**src/rtl/ifu_fetch_buffer_pkg.sv**
```systemverilog
// Shared widths, FIFO entry layout and helpers for the IFU fetch buffer.
// IFU_ALIGN_CHECK_EN adds an address-error (adef) bit to every FIFO entry.
`ifndef LA64_INST_WIDTH
`define LA64_INST_WIDTH 32
`endif
`ifndef LA64_PC_WIDTH
`define LA64_PC_WIDTH 64
`endif
`ifndef IFU_RESET_PC
`define IFU_RESET_PC 64'h0000_0000_1c00_0000
`endif

package ifu_fetch_buffer_pkg;

    localparam int unsigned INST_W = `LA64_INST_WIDTH;
    localparam int unsigned PC_W   = `LA64_PC_WIDTH;
    localparam logic [PC_W-1:0] PC_STEP = PC_W'(4);

    typedef enum logic [1:0] {
        FETCH_RUN,
        FETCH_ADEF,
        FETCH_HALT
    } fetch_mode_e;

    typedef struct packed {
`ifdef IFU_ALIGN_CHECK_EN
        logic              adef;
`endif
        logic [INST_W-1:0] inst;
        logic [PC_W-1:0]   pc;
    } fifo_entry_t;

    function automatic logic [PC_W-1:0] word_align(input logic [PC_W-1:0] pc);
        return {pc[PC_W-1:2], 2'b00};
    endfunction

endpackage

```
**src/rtl/ifu_inst_fifo.sv**
```systemverilog
// Synchronous FIFO with flush and occupancy count; head entry read straight from storage.
// The caller must not push while full.
module ifu_inst_fifo #(
    parameter int unsigned WIDTH = 96,
    parameter int unsigned DEPTH = 4
) (
    input  logic                       clk_i,
    input  logic                       rst_i,
    input  logic                       flush_i,
    input  logic                       push_i,
    input  logic [WIDTH-1:0]           push_data_i,
    input  logic                       pop_i,
    output logic [WIDTH-1:0]           head_o,
    output logic [$clog2(DEPTH):0]     count_o
);

    localparam int unsigned PTR_W = $clog2(DEPTH);
    localparam int unsigned CNT_W = $clog2(DEPTH) + 1;

    logic [WIDTH-1:0] mem_q [DEPTH];
    logic [PTR_W-1:0] rd_ptr_q, rd_ptr_d;
    logic [PTR_W-1:0] wr_ptr_q, wr_ptr_d;
    logic [CNT_W-1:0] count_q, count_d;
    logic             do_push, do_pop;

    always_comb begin
        do_push  = push_i && !flush_i;
        do_pop   = pop_i && (count_q != '0) && !flush_i;
        rd_ptr_d = rd_ptr_q;
        wr_ptr_d = wr_ptr_q;
        count_d  = count_q;
        if (flush_i) begin
            rd_ptr_d = '0;
            wr_ptr_d = '0;
            count_d  = '0;
        end else begin
            if (do_push) wr_ptr_d = wr_ptr_q + PTR_W'(1);
            if (do_pop)  rd_ptr_d = rd_ptr_q + PTR_W'(1);
            case ({do_push, do_pop})
                2'b10:   count_d = count_q + CNT_W'(1);
                2'b01:   count_d = count_q - CNT_W'(1);
                default: count_d = count_q;
            endcase
        end
    end

    always_ff @(posedge clk_i) begin
        if (rst_i) begin
            rd_ptr_q <= '0;
            wr_ptr_q <= '0;
            count_q  <= '0;
        end else begin
            rd_ptr_q <= rd_ptr_d;
            wr_ptr_q <= wr_ptr_d;
            count_q  <= count_d;
        end
    end

    always_ff @(posedge clk_i) begin
        if (do_push) mem_q[wr_ptr_q] <= push_data_i;
    end

    assign head_o  = mem_q[rd_ptr_q];
    assign count_o = count_q;

endmodule

```
**src/rtl/ifu_fetch_buffer.sv**
```systemverilog
// Fetch front end: owns the fetch PC, issues credit-limited imem requests, buffers
// in-order responses and drops stale ones after a redirect. Optional: IFU_ALIGN_CHECK_EN.
module ifu_fetch_buffer
    import ifu_fetch_buffer_pkg::*;
#(
    parameter int unsigned     DEPTH           = 4,
    parameter int unsigned     MAX_OUTSTANDING = 4,
    parameter logic [PC_W-1:0] RESET_PC        = `IFU_RESET_PC
) (
    input  logic                        i_clk,
    input  logic                        i_rst,
    input  logic                        i_redirect_vld,
    input  logic [63:0]                 i_redirect_pc,
    output logic                        o_imem_req_vld,
    output logic [63:0]                 o_imem_req_addr,
    input  logic                        i_imem_req_rdy,
    input  logic                        i_imem_resp_vld,
    input  logic [`LA64_INST_WIDTH-1:0] i_imem_resp_inst,
    output logic                        o_inst_vld,
    output logic [`LA64_INST_WIDTH-1:0] o_inst,
    output logic [63:0]                 o_inst_pc,
    input  logic                        i_inst_rdy,
    output logic                        o_inst_adef
);

    localparam int unsigned CNT_W = $clog2(DEPTH) + 1;
    localparam int unsigned OUT_W = $clog2(MAX_OUTSTANDING + 1);
    localparam int unsigned SUM_W = ((CNT_W > OUT_W) ? CNT_W : OUT_W) + 1;

    logic [PC_W-1:0]  fetch_pc_q, fetch_pc_d;
    logic [PC_W-1:0]  resp_pc_q, resp_pc_d;
    logic [OUT_W-1:0] outstanding_q, outstanding_d;
    logic [OUT_W-1:0] drop_cnt_q, drop_cnt_d;
    logic [OUT_W-1:0] in_flight;
    logic [CNT_W-1:0] fifo_count;
    logic             fetch_en, credit_ok, req_fire;
    logic             resp_accept, resp_keep;
    logic             fifo_push, fifo_pop;
    fifo_entry_t      push_entry, head_entry;

`ifdef IFU_ALIGN_CHECK_EN
    fetch_mode_e      mode_q, mode_d;
    logic [PC_W-1:0]  adef_pc_q, adef_pc_d;
    assign fetch_en = (mode_q == FETCH_RUN);
`else
    assign fetch_en = 1'b1;
`endif

    // Buffered plus still-expected kept words never exceed DEPTH, so pushes cannot overflow.
    assign in_flight   = outstanding_q + drop_cnt_q;
    assign credit_ok   = ((SUM_W'(fifo_count) + SUM_W'(outstanding_q)) < SUM_W'(DEPTH))
                      && (in_flight < OUT_W'(MAX_OUTSTANDING));
    assign o_imem_req_vld  = !i_rst && !i_redirect_vld && fetch_en && credit_ok;
    assign o_imem_req_addr = fetch_pc_q;
    assign req_fire    = o_imem_req_vld && i_imem_req_rdy;
    assign resp_accept = i_imem_resp_vld && (in_flight != '0);
    assign resp_keep   = resp_accept && (drop_cnt_q == '0);
    assign fifo_pop    = i_inst_rdy && !i_redirect_vld;

    always_comb begin
        fetch_pc_d    = fetch_pc_q;
        resp_pc_d     = resp_pc_q;
        outstanding_d = outstanding_q;
        drop_cnt_d    = drop_cnt_q;
        fifo_push     = 1'b0;
        push_entry    = '0;
`ifdef IFU_ALIGN_CHECK_EN
        mode_d        = mode_q;
        adef_pc_d     = adef_pc_q;
`endif
        if (i_redirect_vld) begin
            fetch_pc_d    = word_align(i_redirect_pc);
            resp_pc_d     = word_align(i_redirect_pc);
            outstanding_d = '0;
            drop_cnt_d    = in_flight - OUT_W'(resp_accept);
`ifdef IFU_ALIGN_CHECK_EN
            if (i_redirect_pc[1:0] != 2'b00) begin
                mode_d    = FETCH_ADEF;
                adef_pc_d = i_redirect_pc;
            end else begin
                mode_d    = FETCH_RUN;
            end
`endif
        end else begin
            if (req_fire) fetch_pc_d = fetch_pc_q + PC_STEP;
            if (resp_accept && (drop_cnt_q != '0)) drop_cnt_d = drop_cnt_q - OUT_W'(1);
            if (resp_keep) begin
                fifo_push       = 1'b1;
                push_entry.inst = i_imem_resp_inst;
                push_entry.pc   = resp_pc_q;
                resp_pc_d       = resp_pc_q + PC_STEP;
            end
            outstanding_d = outstanding_q + OUT_W'(req_fire) - OUT_W'(resp_keep);
`ifdef IFU_ALIGN_CHECK_EN
            // Nothing is kept in flight after a redirect, so the marker owns the push slot.
            if (mode_q == FETCH_ADEF) begin
                fifo_push       = 1'b1;
                push_entry.adef = 1'b1;
                push_entry.inst = '0;
                push_entry.pc   = adef_pc_q;
                mode_d          = FETCH_HALT;
            end
`endif
        end
    end

    always_ff @(posedge i_clk) begin
        if (i_rst) begin
            fetch_pc_q    <= RESET_PC;
            resp_pc_q     <= RESET_PC;
            outstanding_q <= '0;
            drop_cnt_q    <= '0;
        end else begin
            fetch_pc_q    <= fetch_pc_d;
            resp_pc_q     <= resp_pc_d;
            outstanding_q <= outstanding_d;
            drop_cnt_q    <= drop_cnt_d;
        end
    end

`ifdef IFU_ALIGN_CHECK_EN
    always_ff @(posedge i_clk) begin
        if (i_rst) begin
            mode_q    <= FETCH_RUN;
            adef_pc_q <= '0;
        end else begin
            mode_q    <= mode_d;
            adef_pc_q <= adef_pc_d;
        end
    end
`endif

    ifu_inst_fifo #(
        .WIDTH ($bits(fifo_entry_t)),
        .DEPTH (DEPTH)
    ) u_fifo (
        .clk_i       (i_clk),
        .rst_i       (i_rst),
        .flush_i     (i_redirect_vld),
        .push_i      (fifo_push),
        .push_data_i (push_entry),
        .pop_i       (fifo_pop),
        .head_o      (head_entry),
        .count_o     (fifo_count)
    );

    assign o_inst_vld = !i_rst && (fifo_count != '0);
    assign o_inst     = head_entry.inst;
    assign o_inst_pc  = head_entry.pc;
`ifdef IFU_ALIGN_CHECK_EN
    assign o_inst_adef = head_entry.adef;
`else
    assign o_inst_adef = 1'b0;
`endif

endmodule

```
**config.mk**
```make
export PLATFORM = sky130hd
export DESIGN_NAME = ifu_fetch_buffer
export DESIGN_NICKNAME = d
export VERILOG_FILES = /design/src/rtl/ifu_fetch_buffer_pkg.sv /design/src/rtl/ifu_inst_fifo.sv /design/src/rtl/ifu_fetch_buffer.sv
export SDC_FILE = /design/constraint.sdc
export NUM_CORES = 1
export LEC_CHECK = 0
export CAP_MARGIN = 20
export CORE_ASPECT_RATIO = 2
export CORE_MARGIN = 5
export CORE_UTILIZATION = 62
export CTS_BUF_LIST = sky130_fd_sc_hd__clkbuf_4
export CTS_CLUSTER_DIAMETER = 120
export DETAILED_ROUTE_END_ITERATION = 10
export DONT_BUFFER_PORTS = 1
export GPL_ROUTABILITY_DRIVEN = 0
export PLACE_DENSITY = 0.78
export SLEW_MARGIN = 10
export SYNTH_ARGS = -nofsm -noshare
export SYNTH_HDL_FRONTEND = slang
export SYNTH_SLANG_ARGS = --single-unit
```
**constraint.sdc**
```tcl
create_clock -name i_clk -period 8.43 [get_ports i_clk]
set_input_delay 1.686 -clock i_clk [delete_from_list [all_inputs] [get_ports i_clk]]
set_output_delay 1.686 -clock i_clk [all_outputs]
set_load 0.01 [all_outputs]
```
==> impl_results.md, run 1 <==
- CTS Buf Count: 106
- Share of layout cells above drive strength 1: 0.172
- Post-CTS resize count: 0
- Leak: 8.10 nW
- Fmax: 203 MHz
- FILL cells: 2,589
- Commonest non-fill, non-tap cell in the layout: edfxtp_1
- Critical Path Sink Type: output port
- Critical Setup Path Class: register to output port
- Largest net degree at the start of global routing: 99
- Period Utilization, post-route: 0.585
- CTS Sinks: 515
- Top Ports: 265
- CP Data Required Time: 6.74 ns
- Clock slew at reported path FFs: 0.07 ns
- Placed inst area: 22,500 sq um
- MaxCap Viol Count: 0
- Vias in the first global route: 14,900
- Dpl hpwl: 35,500 microns
- Switching share of power: 0.270
- Syn Std Cell Area: 22,100 sq um
- Layout Nets: 1,752
- GRT overflow: 0
- Fin area: 23,800 sq um
- TritonCTS clock tree: yes
- Area grow syn2layout: 7.67%
- Die area: 39,800 sq um
- Cells along the critical path: buf_16 -> buf_4 -> mux4_2
- Register area: 14,100 sq um
- CP arrival: 3.24 ns
- Yosys top cell area share: 0.510
- Hold buffers post-CTS: 0
- Clock power frac: 0.326
- Slew Viols, Final: 0
- Area occupied by multi-input gates: 7590 sq um
- IO buf count: 0
- Syn. warnings: 0
- DIE WIDTH: 144 microns
- Setup tns final: 0 ns
- CTS HTree Levels: 3
- VDD IR-drop max: 135 uV
- Row Count: 98
- Synth area leaders: edfxtp_1 51%, dfxtp_1 13%, mux4_2 9.6%, and3_1 3.4%, xor2_1 2.1%
- First-pass GRT wire length: 83,700 microns
- Hold WC Path Type: register to register
- DR vias: 14,200
- Outcome: complete, no violations
- Initial DRC count: 1,106
- Nature of the critical path startpoint: register
- Core area: 35,600 sq um
- Max Buffers Root-to-Sink: 3
- Crit-path slowest cell: buf_4
- WL/cell: 25.1 microns
- Final Setup Violations: 0
- Post-Synthesis Cells: 1,606
- GRT Overall Usage: 0.274
- Avg Cell Area, Syn: 13.8 sq um
- Synth cell types: 67
- Tightest Pin Transition: 1.04 ns
- RSZ-0062 raised after global routing: false
- Synth Flop Type: edfxtp_1
- Die height: 277 microns
- Synth Register Bits: 515
- Comb pwr share: 0.123
- DRC: 0
- Final antenna-violating net count: 0
- Power per cell area: 228 nW/um^2
- Sw Pwr: 1.47 mW
- Worst-Skew Late Latency: 0.81 ns
- Vias per cell: 6.56
- Cell internal pwr: 3.97 mW
- Worst-path fanout max: 43
- Seq/Total Area, Yosys: 0.636
- Antenna violations before repair: 4
- DRT Wirelength: 54,300 microns
- Initial Utilization: 0.623
- Root buf cell: clkbuf_4
- Slowest cell delay on critical path: 0.74 ns
- Fin crit period: 4.93 ns
- R2R Setup Slk: 3.81 ns
- # Post-CTS Setup Buffers: 0
- Relative slew slack: 0.306
- Post-synth ARST share: 0
- Skew final: 0.0540 ns
- Area leader, netlist: edfxtp_1
- Initial DRT Pass Iterations: 7
- Post-synth EDFFs: 376
- Most frequent cells in the layout: 376 x edfxtp_1, 137 x dfxtp_1, 136 x clkbuf_4
- Reg power frac: 0.551
- Final hold vios: 0
cell families (layout without fill, tap and decap cells):
kind of cell	after synthesis	after routing	synth area share
buffers and inverters	134	238	0.0236
xor gates and xnor gates	93	93	0.0374
AOI/OAI and AO/OA	223	223	0.0658
muxes	99	99	0.0981
other	1	10	0.000169
adders and majority gates	19	19	0.0118
DFF	515	515	0.636
and+or+nand+nor	522	522	0.127
final timing paths:
check | cells past startpoint | to | start
max | 3 | o_inst_pc[34] | register
min | 2 | u_fifo.wr_ptr_q[1] | u_fifo.wr_ptr_q[1]
max reg2reg | 14 | u_fifo.count_o[2] | outstanding_q[0]
min reg2reg | 2 | u_fifo.wr_ptr_q[1] | u_fifo.wr_ptr_q[1]
through the flow:
stage / cells / power, mW / utilization / hold WS (ns) / setup slack, ns
floorplan: 1610 / 3.53 / - / 0.469 / 3.12
global placement: 1971 / 3.68 / 0.632 / 0.479 / 3.15
detailed placement: 1971 / 3.73 / 0.632 / 0.506 / 3.10
CTS: 2162 / 5.49 / 0.669 / 0.517 / 3.11
global route: 2169 / 5.70 / 0.670 / 0.531 / 3.19
finish: 2169 / 5.45 / 0.670 / 0.512 / 3.50
power by group through the flow:
stage | registers, mW | logic (mW) | clock network [mW]
CTS | 3.00 | 0.672 | 1.82
floorplan | 3.02 | 0.508 | 0
global route | 3.01 | 0.730 | 1.96
global placement | 3.05 | 0.639 | 0
detailed placement | 3.06 | 0.669 | 0
finish | 3.00 | 0.668 | 1.78
layout make-up:
class,instances,share of cell area
diodes,5,0.000525
clock buffers,136,0.0428
clock inverters,55,0.0130
inverters,30,0.00493
multi-input cells,961,0.318
flip-flops and latches,515,0.591
well taps,450,0.0236
repair buffers,17,0.00619
registers in the layout (all words and copies together), names as in the netlist, named ones only:
signal	flops
u_fifo.wr_ptr_q	2
o_imem_req_addr	62
u_fifo.rd_ptr_q	2
drop_cnt_q	3
resp_pc_q	62
u_fifo.count_o	3
outstanding_q	3
u_fifo.mem_q	376
worst max-delay path: cells and delay by family, from the launching register on:
family / cells / cell delay, ns
flops: 1 / 0.64
buf+inv: 2 / 1.05
mux: 1 / 0.70
synth_stat cells, drive strengths merged, types with 32 or more instances:
library cell and instances:
a21oi 50, xor2 53, dfxtp 139, nand4 53
xnor2 39, mux4 94, nand3 49, clkbuf 88
and3 120, edfxtp 376, nor2 84, nand2 96
a31oi 32
per-layer routing:
metal | up-vias | part of all wire | GRT usage
met5 | - | 0 | 0
met4 | 0 | 0.047 | 0.129
met3 | 182 | 0.081 | 0.0730
met2 | 712 | 0.53 | 0.465
met1 | 6990 | 0.34 | 0.320
li1 | 6352 | - | -
No activity file was read; power rests on OpenSTA's default activity.
==> inputs of run 2 (changes only) <==
Clock period 8.43 ns to 4.6 ns, I/O delays scaled along.
==> impl_results.md, run 2 (same netlist as run 1, synthesis figures left out) <==
- Die height: 277 microns (unchanged)
- Dpl hpwl: 36,800 microns (+3.9%)
- CTS Buf Count: 105 (-0.94%)
- Leak: 8.25 nW (+1.9%)
- Row Count: 98 (unchanged)
- Fmax: 269 MHz
- Final Non-Filler Cells: 2,188 (+0.88%)
- Wire length on met2: 28,800 microns (+0.37%)
- RSZ-0062 raised after global routing: false
- Nature of the critical path startpoint: register
- Initial DRT Pass Iterations: 5 (-2)
- Skew final: 0.0849 ns (+0.0308 ns)
- Worst-Skew Late Latency: 0.82 ns (about the same)
- Most frequent cells in the layout: 376 x edfxtp_1, 147 x clkbuf_4, 137 x dfxtp_1
- DRT Wirelength: 54,300 microns (-0.12%)
- Share of layout cells above drive strength 1: 0.186 (+0.0139)
- Slowest cell delay on critical path: 0.59 ns (-0.15 ns)
- Area grow syn2layout: 8.90%
- Max Buffers Root-to-Sink: 3 (unchanged)
- Tightest Pin Transition: 1.11 ns (+0.0658 ns)
- Top Ports: 265 (unchanged)
- CTS Sinks: 515 (unchanged)
- CP arrival: 4.43 ns (+1.19 ns)
- Hold buffers post-CTS: 0 (unchanged)
- WHS: 0.197 ns (-0.316 ns)
- Largest net degree at the start of global routing: 137 (+38%)
- Top reg by flops: u_fifo.mem_q
- Outcome: complete, no violations
- Max reg flops: 376 (unchanged)
- WL/cell: 24.8 microns (-0.98%)
- Inst Count DP: 1,987 (+0.81%)
- Highest Signal Layer: met4
- Post-CTS resize count: 0 (unchanged)
- R2R Setup Slk: 0.88 ns (-2.93 ns)
- Period Utilization, post-route: 0.809
- Crit path buf inv count: 3 (+1)
- Layout Nets: 1,766 (+0.80%)
- Initial DRC count: 1,093 (-1.2%)
- Setup tns final: 0 ns (unchanged)
- Crit-path slowest cell: or4_4
- Relative slew slack: 0.262 (-0.0439)
- First-pass GRT wire length: 82,800 microns (-1.1%)
- Vias in the first global route: 14,500 (-2.8%)
- Final antenna-violating net count: 0 (unchanged)
- Final Setup Violations: 0 (unchanged)
- Critical Path Sink Type: register
- Slew Viols, Final: 0 (unchanged)
- Final hold vios: 0 (unchanged)
- GRT Overall Usage: 0.271 (-0.00215)
- Core area: 35,600 sq um (unchanged)
- DIE WIDTH: 144 microns (unchanged)
- TritonCTS clock tree: yes
- Antenna violations before repair: 2 (-2)
- CP Data Required Time: 5.31 ns (-1.43 ns)
- DRC: 0 (unchanged)
- Worst-path fanout max: 38 (-12%)
- WL met1: 18,800 microns (+0.55%)
- GRT overflow: 0 (unchanged)
- Cells along the critical path: ha_1 -> inv_1 -> fa_1 -> xnor3_1 -> nor4_4 -> and2_4 -> inv_2 -> buf_4 -> or4_4 -> or4_1 -> a31oi_1
- Fin crit period: 3.72 ns
- Commonest non-fill, non-tap cell in the layout: edfxtp_1
- DR vias: 14,300 (+0.60%)
- Root buf cell: clkbuf_4
- Hold WC Path Type: primary input to register
- WL met3: 4290 microns (-3.0%)
- MaxCap Viol Count: 0 (unchanged)
- IO buf count: 0 (unchanged)
- Power per cell area: 422 nW/um^2 (+85%)
- Clock slew at reported path FFs: 0.09 ns (+0.02 ns)
- Die area: 39,800 sq um (unchanged)
- Crit path max-delay family: simple AND/OR/NAND/NOR gates
- Critical Setup Path Class: register to register
- Vias per cell: 6.55 (-0.28%)
- CTS HTree Levels: 3 (unchanged)
- FILL cells: 2,550 (-1.5%)
- VDD IR-drop max: 363 uV (+170%)
- # Post-CTS Setup Buffers: 0 (unchanged)
- Initial Utilization: 0.623 (unchanged)
-- run 2: changes by cell type in the layout (fill, tap and decap cells not counted), sizes merged --
cell    delta
inv        +2
buf       +14
diode      -3
clkinv     -7
clkbuf    +12
bufinv     +1
-- run 2: where the power goes --
part | internal, mW | leakage (nW) | switching (mW) | total, mW
combinational | 0.443 | 2.64 | 0.815 | 1.26
sequential | 5.30 | 4.76 | 0.200 | 5.50
clock | 1.73 | 0.846 | 1.70 | 3.43
-- run 2: final timing paths --
check / start / endpoint / cells after the start
hold reg to reg: u_fifo.wr_ptr_q[1] / u_fifo.wr_ptr_q[1] / 2
setup reg to reg: outstanding_q[0] / o_imem_req_addr[30] / 11
hold / removal: i_rst / o_imem_req_addr[45] / 1
setup / recovery: outstanding_q[0] / o_imem_req_addr[30] / 11
-- run 2: through the flow --
stage	instance area, sq um	util	power, mW	setup WS (ns)
3_5_place_dp	22700	0.638	6.86	0.941
6_report	24100	0.678	10.2	0.880
3_3_place_gp	22700	0.638	6.80	0.943
5_1_grt	24100	0.678	10.7	0.734
4_1_cts	24100	0.678	10.3	0.854
2_1_floorplan	22200	-	6.46	0.584
-- run 2: worst reg2reg max path, cell delays in order, from the launching register on --
cell	delay, ns
dfxtp_1	0.39
ha_1	0.16
inv_1	0.05
fa_1	0.40
xnor3_1	0.29
nor4_4	0.54
and2_4	0.24
inv_2	0.04
buf_4	0.23
or4_4	0.60
or4_1	0.50
a31oi_1	0.17
-- run 2: metal layers --
| layer | up-vias | global-route usage |
|---|---|---|
| met2 | 732 | 0.471 |
| met1 | 7064 | 0.313 |
| met4 | 0 | 0.121 |
| met5 | - | 0 |
| met3 | 147 | 0.0690 |
| li1 | 6378 | - |
-- run 2: final cells by class --
type	count	area, sq um	share of cell area
clock buffer	147	1100	0.0458
multi-input combinational	961	7590	0.315
antenna	2	5.00	0.000208
tap	450	563	0.0234
timing repair buffer	32	325	0.0135
inverter	30	118	0.00488
sequential	515	14100	0.584
clock inverter	51	328	0.0136
==> inputs of run 3 (changes only) <==
Settings changed: CORE_UTILIZATION 62 to 60, PLACE_DENSITY 0.78 to 0.79.
Clock period 4.6 ns to 3.3 ns, I/O delays scaled along.
==> impl_results.md, run 3 (same netlist as run 1, synthesis figures left out) <==
- Die height: 282 microns (+1.6%)
- Dpl hpwl: 37,000 microns (+0.41%)
- Final Setup Violations: 0 (unchanged)
- WHS: 0.0449 ns (-0.152 ns)
- Nature of the critical path startpoint: register
- CTS HTree Levels: 3 (unchanged)
- Setup tns final: 0 ns (unchanged)
- Area grow syn2layout: 12.1%
- DRT Wirelength: 56,100 microns (+3.4%)
- Critical Path Sink: o_imem_req_vld
- Antenna violations before repair: 2 (unchanged)
- Worst-Skew Late Latency: 0.82 ns (about the same)
- Top reg by flops: u_fifo.mem_q
- Reg-to-Reg Start: outstanding_q[1]
- CP arrival: 2.47 ns (-1.96 ns)
- Reg2Reg Depth: 12 (+1)
- MaxCap Viol Count: 0 (unchanged)
- Core area: 36,500 sq um (+2.8%)
- Placed inst area: 22,900 sq um (+1.2%)
- GRT overflow: 0 (unchanged)
- DR vias: 14,600 (+1.9%)
- Critical Setup Path Class: register to output port
- Leak: 8.55 nW (+3.7%)
- DIE WIDTH: 146 microns (+1.5%)
- Max Buffers Root-to-Sink: 3 (unchanged)
- Period Utilization, post-route: 0.949
- Top Ports: 265 (unchanged)
- Max reg flops: 376 (unchanged)
- GRT Overall Usage: 0.270 (-0.00141)
- Final antenna-violating net count: 0 (unchanged)
- Tightest Pin Transition: 0.953 ns (-0.154 ns)
- Crit-path slowest cell: fa_1
- WL/cell: 24.9 microns (+0.37%)
- Worst-path fanout max: 4 (-89%)
- Switching share of power: 0.270 (+0.00309)
- Die area: 41,100 sq um (+3.2%)
- Hold WC Path Type: primary input to register
- Reg power frac: 0.535 (-0.005)
- IO buf count: 0 (unchanged)
- Fin area: 24,800 sq um (+3.0%)
- Skew final: 0.0581 ns (-0.0268 ns)
- DRC: 0 (unchanged)
- Comb pwr share: 0.133 (+0.009)
- CTS Sinks: 515 (unchanged)
- Most frequent cells in the layout: 376 x edfxtp_1, 136 x dfxtp_1, 135 x clkbuf_4
- Initial DRC count: 1,130 (+3.4%)
- Power per cell area: 576 nW/um^2 (+36%)
- Cells along the critical path: inv_1 -> fa_1 -> xnor3_2 -> nor4_4 -> buf_4
- Cell internal pwr: 10.4 mW (+40%)
- R2R Setup Slk: 0.22 ns (-0.66 ns)
- Slew Viols, Final: 0 (unchanged)
- Fmax: 319 MHz
- Root buf cell: clkbuf_4
- Final core utilization: 0.680 (+0.00143)
- Initial DRT Pass Iterations: 5 (unchanged)
- Initial Utilization: 0.606 (-0.0167)
- Commonest non-fill, non-tap cell in the layout: edfxtp_1
- CP Launch Point: outstanding_q[1]
- Final hold vios: 0 (unchanged)
- Vias per cell: 6.48 (-1.1%)
- CTS Buf Count: 104 (-0.95%)
- Row Count: 99 (+1.0%)
- Slowest cell delay on critical path: 0.48 ns (-0.11 ns)
- Clock slew at reported path FFs: 0.08 ns (about the same)
- Layout Nets: 1,828 (+3.5%)
- Fin crit period: 3.13 ns
- Relative slew slack: 0.363 (+0.100)
- Sw Pwr: 3.86 mW (+42%)
- Share of layout cells above drive strength 1: 0.191 (+0.00481)
- Critical Path Sink Type: output port
- FILL cells: 2,513 (-1.5%)
- VDD IR-drop max: 372 uV (+2.4%)
- First-pass GRT wire length: 85,700 microns (+3.5%)
- Clock power frac: 0.333 (-0.004)
- Reg2Reg Capture Point: u_fifo.count_o[2]
- TritonCTS clock tree: yes
- Largest net degree at the start of global routing: 107 (-22%)
- Vias in the first global route: 15,100 (+3.7%)
- Outcome: complete, no violations
- RSZ-0062 raised after global routing: false
- CP Data Required Time: 2.64 ns (-2.67 ns)
## run 3: worst min-delay path by stage
stage | startpoint | to | slack [ns] | cells after the start
2_1_floorplan | u_fifo.wr_ptr_q[1] | u_fifo.wr_ptr_q[1] | 0.47 | 2
5_1_grt | i_redirect_pc[34] | resp_pc_q[34] | 0.003 | 2
6_report | i_redirect_pc[50] | resp_pc_q[50] | 0.04 | 2
3_5_place_dp | resp_pc_q[3] | resp_pc_q[3] | 0.50 | 2
3_3_place_gp | u_fifo.wr_ptr_q[1] | u_fifo.wr_ptr_q[1] | 0.48 | 2
4_1_cts | i_redirect_pc[50] | resp_pc_q[50] | 0.0002 | 2
## run 3: layout make-up
class                           count  area [sq um]  share of cell area
Sequential cell                   515         14100               0.567
Multi-Input combinational cell    961          7610               0.306
Timing Repair Buffer               95          1030              0.0413
Clock buffer                      135          1010              0.0408
Tap cell                          454           568              0.0229
Clock inverter                     61           407              0.0164
Inverter                           30           120             0.00484
Antenna cell                        3          7.51            0.000302
## run 3: metrics by stage
step                      setup WS (ns)  total power, mW  std cells
final                             0.167             14.3       2254
after global placement            0.327             9.51       2011
after CTS                        0.0305             14.4       2250
after global routing             0.0325             15.0       2254
after detailed placement          0.268             9.60       2011
after floorplan                  -0.291             9.05       1610
## run 3: timing repair
action | 4_1_cts | 5_1_grt
resized for setup | 0 | 2
hold buffers | 43 | 0
endpoints found under the setup margin | 0 | 52
endpoints found under the hold margin | 106 | 0
setup buffers | 0 | 1
## run 3: per-layer routing
| layer | routed length (microns) | global-route usage | vias to the layer above |
|---|---|---|---|
| li1 | - | - | 6508 |
| met1 | 19100 | 0.301 | 7098 |
| met2 | 29200 | 0.467 | 792 |
| met3 | 4450 | 0.0708 | 198 |
| met4 | 3370 | 0.158 | 0 |
| met5 | 0 | 0 | - |
## run 3: power groups by stage
stage	combinational (mW)	sequential, mW	clock [mW]
after floorplan	1.34	7.71	0
after global placement	1.76	7.76	0
after detailed placement	1.81	7.79	0
after CTS	1.90	7.64	4.87
after global routing	2.06	7.68	5.22
final	1.90	7.65	4.76
## run 3: critical path: cells and delay by family (launching register included)
kind / cells / cell delay (ns)
xor+xnor: 1 / 0.29
fa+ha+maj: 1 / 0.48
buf+inv: 2 / 0.32
flops: 1 / 0.40
simple gates: 1 / 0.18
